`config.mk`:
```
export PLATFORM = sky130hd
export DESIGN_NAME = lock_controller
export DESIGN_NICKNAME = d
export VERILOG_FILES = /design/src/rtl/lock_pkg.sv /design/src/rtl/key_event.sv /design/src/rtl/lock_controller.sv
export SDC_FILE = /design/constraint.sdc
export NUM_CORES = 1
export LEC_CHECK = 0
export BUFFER_PORTS_ARGS = -buffer_cell sky130_fd_sc_hd__buf_4
export CAP_MARGIN = 0
export CORE_MARGIN = 5
export CORE_UTILIZATION = 35
export CTS_CLUSTER_DIAMETER = 30
export DETAILED_ROUTE_END_ITERATION = 6
export HOLD_SLACK_MARGIN = 0.03
export SYNTH_ARGS = -nofsm -noshare
export SYNTH_HDL_FRONTEND = slang
export SYNTH_SLANG_ARGS = --single-unit
```
`constraint.sdc`:
```
create_clock -name hwclk -period 1.81 [get_ports hwclk]
set_clock_uncertainty 0.1 [all_clocks]
set_input_delay 0.0905 -clock hwclk [delete_from_list [all_inputs] [get_ports hwclk]]
set_output_delay 0.0905 -clock hwclk [all_outputs]
set_load 0.01 [all_outputs]
```
`src/rtl/lock_pkg.sv`:
```
// Shared types and constants for the keypad lock: FSM states, comparison selectors,
// blink patterns and default key codes.
package lock_pkg;

  typedef enum logic [2:0] {
    ST_ENTER_UC  = 3'd0,
    ST_ENTER_PC  = 3'd1,
    ST_ENTER_NEW = 3'd2,
    ST_BLINK     = 3'd3,
    ST_UNLOCKED  = 3'd4,
    ST_LOCKOUT   = 3'd5
  } state_t;

  localparam logic [1:0] CMP_UC  = 2'b01;
  localparam logic [1:0] CMP_PC  = 2'b11;
  localparam logic [1:0] CMP_NEW = 2'b10;

  localparam logic BLINK_OK   = 1'b0;
  localparam logic BLINK_FAIL = 1'b1;

  localparam logic [3:0] DEF_KEY_MODE   = 4'd8;
  localparam logic [3:0] DEF_KEY_CANCEL = 4'd9;

endpackage

```
`src/rtl/key_event.sv`:
```
// Key release detector: one-cycle key_evt on a registered falling edge of bstate,
// with the key code captured while the key is held.
module key_event (
  input  logic       clk,
  input  logic       rst,
  input  logic       bstate,
  input  logic [3:0] button,
  output logic       key_evt,
  output logic [3:0] key_code
);

  logic bstate_prev;

  always_ff @(posedge clk) begin
    if (rst) begin
      bstate_prev <= 1'b0;
      key_evt     <= 1'b0;
      key_code    <= 4'd0;
    end else begin
      bstate_prev <= bstate;
      key_evt     <= bstate_prev & ~bstate;
      if (bstate) key_code <= button;
    end
  end

endmodule

```
`src/rtl/lock_controller.sv`:
```
// Central sequencing FSM for the keypad lock: mode selection, blink triggering,
// new-code commit, auto-relock and failed-attempt lockout.
//
// state        | meaning
// ENTER_UC     | waiting for user code
// ENTER_PC     | waiting for programming code
// ENTER_NEW    | capturing a new user code
// BLINK        | blinker running; next state held in after_q
// UNLOCKED     | open, relock timer running
// LOCKOUT      | too many failures, lockout timer running
module lock_controller
  import lock_pkg::*;
#(
  parameter logic [23:0] RELOCK_CYCLES  = 24'd12_000_000,
  parameter logic [23:0] LOCKOUT_CYCLES = 24'd12_000_000,
  parameter int          MAX_FAILS      = 3,
  parameter logic [3:0]  KEY_MODE       = DEF_KEY_MODE,
  parameter logic [3:0]  KEY_CANCEL     = DEF_KEY_CANCEL
) (
  input  logic       hwclk,
  input  logic       rst,
  input  logic       bstate,
  input  logic [3:0] button,
  input  logic       data_ready,
  input  logic       correct_input,
  input  logic       done_blinking,
  output logic       read_input,
  output logic [1:0] compare_type,
  output logic       start_blinking,
  output logic       blink_type,
  output logic       store,
  output logic       led_unlocked,
  output logic       led_prog,
  output logic       led_lockout
);

  localparam int FW = $clog2(MAX_FAILS + 1);
  localparam logic [FW-1:0] FAIL_LIMIT = FW'(MAX_FAILS);

  state_t        state, state_d, after_q, after_d, go_after;
  logic [FW-1:0] fail_cnt, fail_d, fail_inc;
  logic [23:0]   timer, timer_d;
  logic          blink_type_q, blink_type_d, start_q, start_d, store_q, store_d;
  logic [1:0]    cmp_q, cmp_d;
  logic          key_evt, key_act, go_blink, go_type;
  logic [3:0]    key_code;

  key_event u_key_event (
    .clk      (hwclk),
    .rst      (rst),
    .bstate   (bstate),
    .button   (button),
    .key_evt  (key_evt),
    .key_code (key_code)
  );

  assign read_input     = (state != ST_BLINK) && (state != ST_LOCKOUT);
  assign key_act        = key_evt & read_input;
  assign fail_inc       = (fail_cnt == FAIL_LIMIT) ? fail_cnt : fail_cnt + FW'(1);
  assign compare_type   = cmp_q;
  assign start_blinking = start_q;
  assign blink_type     = blink_type_q;
  assign store          = store_q;
  assign led_unlocked   = (state == ST_UNLOCKED);
  assign led_prog       = (state == ST_ENTER_PC) || (state == ST_ENTER_NEW);
  assign led_lockout    = (state == ST_LOCKOUT);

  always_ff @(posedge hwclk) begin
    if (rst) begin
      state        <= ST_ENTER_UC;
      after_q      <= ST_ENTER_UC;
      fail_cnt     <= '0;
      timer        <= '0;
      blink_type_q <= BLINK_OK;
      start_q      <= 1'b0;
      store_q      <= 1'b0;
      cmp_q        <= CMP_UC;
    end else begin
      state        <= state_d;
      after_q      <= after_d;
      fail_cnt     <= fail_d;
      timer        <= timer_d;
      blink_type_q <= blink_type_d;
      start_q      <= start_d;
      store_q      <= store_d;
      cmp_q        <= cmp_d;
    end
  end

  always_comb begin
    state_d      = state;
    after_d      = after_q;
    fail_d       = fail_cnt;
    timer_d      = timer;
    blink_type_d = blink_type_q;
    start_d      = 1'b0;
    store_d      = 1'b0;
    go_blink     = 1'b0;
    go_type      = BLINK_OK;
    go_after     = ST_ENTER_UC;

    case (state)
      ST_ENTER_UC, ST_ENTER_PC: begin
        // A verdict takes priority over any key event in the same cycle.
        if (data_ready) begin
          go_blink = 1'b1;
          if (correct_input) begin
            go_type  = BLINK_OK;
            if (state == ST_ENTER_UC) begin
              fail_d   = '0;
              go_after = ST_UNLOCKED;
            end else begin
              go_after = ST_ENTER_NEW;
            end
          end else begin
            go_type  = BLINK_FAIL;
            fail_d   = fail_inc;
            go_after = (fail_inc == FAIL_LIMIT) ? ST_LOCKOUT : ST_ENTER_UC;
          end
        end else if (key_act) begin
          if (key_code == KEY_CANCEL) state_d = ST_ENTER_UC;
          else if (key_code == KEY_MODE)
            state_d = (state == ST_ENTER_UC) ? ST_ENTER_PC : ST_ENTER_UC;
        end
      end
      ST_ENTER_NEW: begin
        if (data_ready) begin
          go_blink = 1'b1;
          if (correct_input) begin
            store_d  = 1'b1;
            go_type  = BLINK_OK;
            go_after = ST_ENTER_UC;
          end else begin
            go_type  = BLINK_FAIL;
            go_after = ST_ENTER_NEW;
          end
        end else if (key_act && key_code == KEY_CANCEL) begin
          state_d = ST_ENTER_UC;
        end
      end
      ST_BLINK: begin
        if (done_blinking) state_d = after_q;
      end
      ST_UNLOCKED: begin
        if (timer == RELOCK_CYCLES - 24'd1) state_d = ST_ENTER_UC;
        else if (key_act && key_code == KEY_CANCEL) state_d = ST_ENTER_UC;
        else if (key_act) timer_d = '0;
        else timer_d = timer + 24'd1;
      end
      ST_LOCKOUT: begin
        if (timer == LOCKOUT_CYCLES - 24'd1) begin
          state_d = ST_ENTER_UC;
          fail_d  = '0;
        end else begin
          timer_d = timer + 24'd1;
        end
      end
      default: state_d = ST_ENTER_UC;
    endcase

    if (go_blink) begin
      state_d      = ST_BLINK;
      start_d      = 1'b1;
      blink_type_d = go_type;
      after_d      = go_after;
    end

    if (state_d != state) timer_d = '0;

    // The selector holds its last value through BLINK and LOCKOUT.
    case (state_d)
      ST_ENTER_UC, ST_UNLOCKED: cmp_d = CMP_UC;
      ST_ENTER_PC:              cmp_d = CMP_PC;
      ST_ENTER_NEW:             cmp_d = CMP_NEW;
      default:                  cmp_d = cmp_q;
    endcase
  end

endmodule
```
==> run_results.csv <==
group,metric,value,unit
power,power_density,628,mW/mm^2
cells_and_area,antenna_cells,0,
sta,rsz0062_at_grt,"yes",
routing,dr.pass1.iters,4,
flow_run,maxCapViolCount,0,
yosys,syn_inst,263,
run_status,status,"finished with violations",
sta,holdWs,0.342,ns
cells_and_area,multi_input_area,0.00138,mm^2
cells_and_area,fill_cells,601,
yosys,synth_edf_count,0,
clock_network,clock-root-buffer,"clkbuf_8",
power,leakagePower,1.22,nW
clock_network,clk_pin_slew,0.09,ns
routing,via_count,2131,
sta,worst-slew-pin-transition,0.334,ns
setup_path,crit_type,"register to register",
yosys,ys.flop_type,"dfxtp_1",
sta,slew_headroom,77.5,%
cells_and_area,drive_above_1_share,38.7,%
yosys,ys_seq_area_share,37.7,%
floorplanning,design.core.area,0.00635,mm^2
floorplanning,die_h,90.8,um
power,ir_worst_vdd,0.000461,V
clock_network,htreeDepth,2,
worst_hold_path,hp-class,"input pin to register",
routing,initialDrtViolationCount,112,
routing,ant_nets,0,
setup_path,end_kind,"register",
setup_path,cp.arrival,2.00,ns
worst_hold_path,min-delay-start,"done_blinking",
setup_path,required,1.90,ns
yosys,ys_types,55,
cells_and_area,area_growth,40.4,%
place,dp_hpwl,4050,um
sta,setup_viol,24,
place,placed_area,0.00292,mm^2
sta,tns,-1.83,ns
yosys,syn_avg_cell_area,8.69,um^2
cells_and_area,nNetsFinal,359,
sta,hold_viol,0,
global_routing,grt_antenna_before_repair,0,
setup_path,cp_max_fo,21,
cells_and_area,seqCellArea,868,um^2
routing,wl_per_cell,13.1,um
yosys,async_flop_share,0,%
setup_path,crit_path_start_kind,"register",
floorplanning,ios,19,
floorplanning,fp.dieW,90.8,um
cells_and_area,fin_area,0.00321,mm^2
clock_network,clock_sinks,43,
clock_network,clk_path_buf_depth,2,
routing,drc,0,
floorplanning,start_util,36.0,%
floorplanning,rows,29,
global_routing,first_global_vias,2166,
clock_network,cts_buffers,5,
setup_path,critPathLaunch,"timer[1]",
global_routing,grt_pass1_wl,9910,um
clock_network,clk_latency,0.30,ns
yosys,synth_seq_cells,43,
sta,min_period,1.91,ns
place,gp_congestion,0.787,
yosys,syn_nets,274,
global_routing,grt_max_degree,23,
run_status,violations,"setup timing",
yosys,synth-warning-count,0,
yosys,synth_area,0.00228,mm^2
global_routing,gr-total-overflow,0,
clock_network,cts_tree,"built",
sta,max_freq,523,MHz
routing,drt_wl_total,5560,um
sta,finalCritPeriodShare,106,%
global_routing,grt_usage,14.4,%
sta,drv_slew,0,
routing,drt-vias-per-instance,5.00,
cells_and_area,instances_no_fill,426,
place,place_inst,404,
setup_path,timing.rr.start,"timer[1]",
floorplanning,dieArea,0.00824,mm^2
sta,finalWorstSetupSlack,-0.102,ns
place,io_buffer_count,18,
-- cell families after synthesis --
family,Yosys count,synth area share (%)
simple gates,138,34.3
flops,43,37.7
compound gates,35,12.3
xor+xnor,23,8.82
buf+inv,18,4.16
mux,5,2.19
fa+ha+maj,1,0.548
-- final timing paths --
kind,to,slack [ns],cells after the start
worst max register to register,timer[12],-0.10,9
worst min register to register,after_q[2],0.37,2
worst max-delay path,timer[12],-0.10,9
worst min-delay path,timer[1],0.34,7
-- critical path, cell delays in order (launching register included) --
cell and delay, ns:
dfxtp_2 0.36, ha_4 0.13, and4_4 0.24, nand4_4 0.07
buf_4 0.15, nor2_2 0.14, o221ai_1 0.17, o211ai_2 0.13
buf_12 0.22, nor2_1 0.07
-- cells in the mapped netlist (5+ instances only) --
library cell  count  area share, %
nor3_1           14            3.1
nand3_1          14            3.1
nand4_1           8            2.2
a21oi_1           7            1.5
nor2_1           25            4.1
o21ai_0           5            1.1
xnor2_1          16            6.1
nand2_1          17            2.8
xor2_1            7            2.7
nor2_2           20            5.5
and3_1            6            1.6
dfxtp_1          43             38
inv_1             6           0.99
a31oi_1           5            1.4
mux2i_1           5            2.2
-- stage by stage --
step                setup WS (ns)  power, mW  util (%)
floorplan                 -0.0121       1.15         -
global placement           -0.106       1.24      45.9
detailed placement         -0.200       1.24      45.9
CTS                        -0.114       2.03      49.9
global route               -0.233       2.11      50.5
finish                     -0.102       2.01      50.5
-- layout make-up --
cell class              count  area share [%]
flip-flops and latches     43            27.1
clock buffers               5            2.15
clock inverters             3            1.37
repair buffers             90            22.6
well taps                  77            3.00
inverters                   6           0.702
multi-input cells         202            43.1
-- cells in the final DEF, fill, tap and decap left out, types with 2 or more instances in the layout --
cell type	synthesis	routed
nand4_1	8	8
nand3b_1	2	2
nor4_1	4	4
o21ai_0	5	5
nor2_2	20	21
xnor2_1	16	16
clkbuf_8	0	5
nor2_1	25	24
nor2b_1	4	4
buf_6	3	4
nand2b_1	3	3
xor2_1	7	7
nand2_1	17	17
mux2i_1	5	5
dlygate4sd3_1	0	10
or3_1	2	2
a211oi_2	2	2
nand3_1	14	13
dfxtp_2	0	6
dfxtp_1	43	37
inv_1	6	6
buf_4	0	74
and2_1	3	3
o211ai_1	2	2
a31oi_1	5	5
nor3_1	14	14
and3_1	6	6
nor3b_1	3	3
a21oi_1	7	6
-- routing by layer --
layer	wire [um]	track usage (%)	vias up
li1	-	-	1095
met1	2660	18.0	987
met2	2660	25.0	39
met3	170	2.92	10
met4	77	4.03	0
met5	0	0	-
-- sequential cells by signal (all words and copies together) (netlist names) --
register                 cells
timer                       24
after_q                      3
state                        3
u_key_event.bstate_prev      1
start_blinking               1
u_key_event.key_code         4
u_key_event.key_evt          1
store                        1
fail_cnt                     2
blink_type                   1
compare_type                 2
-- report_power, final --
part	total, mW	leakage [nW]	switching [mW]	internal [mW]
Sequential	0.987	0.352	0.0176	0.970
Clock	0.774	0.0581	0.362	0.411
Combinational	0.253	0.813	0.125	0.128
Total	2.01	1.22	0.505	1.51
-- what timing repair did --
item	CTS	global route
hold buffers	10	0
endpoints found under the hold margin	11	0
gates resized for setup	10	7
gates cloned	0	1
buffers inserted	1	3
pin swaps	6	3
endpoints found under the setup margin	30	30
Power figures use the tool's default switching activity.
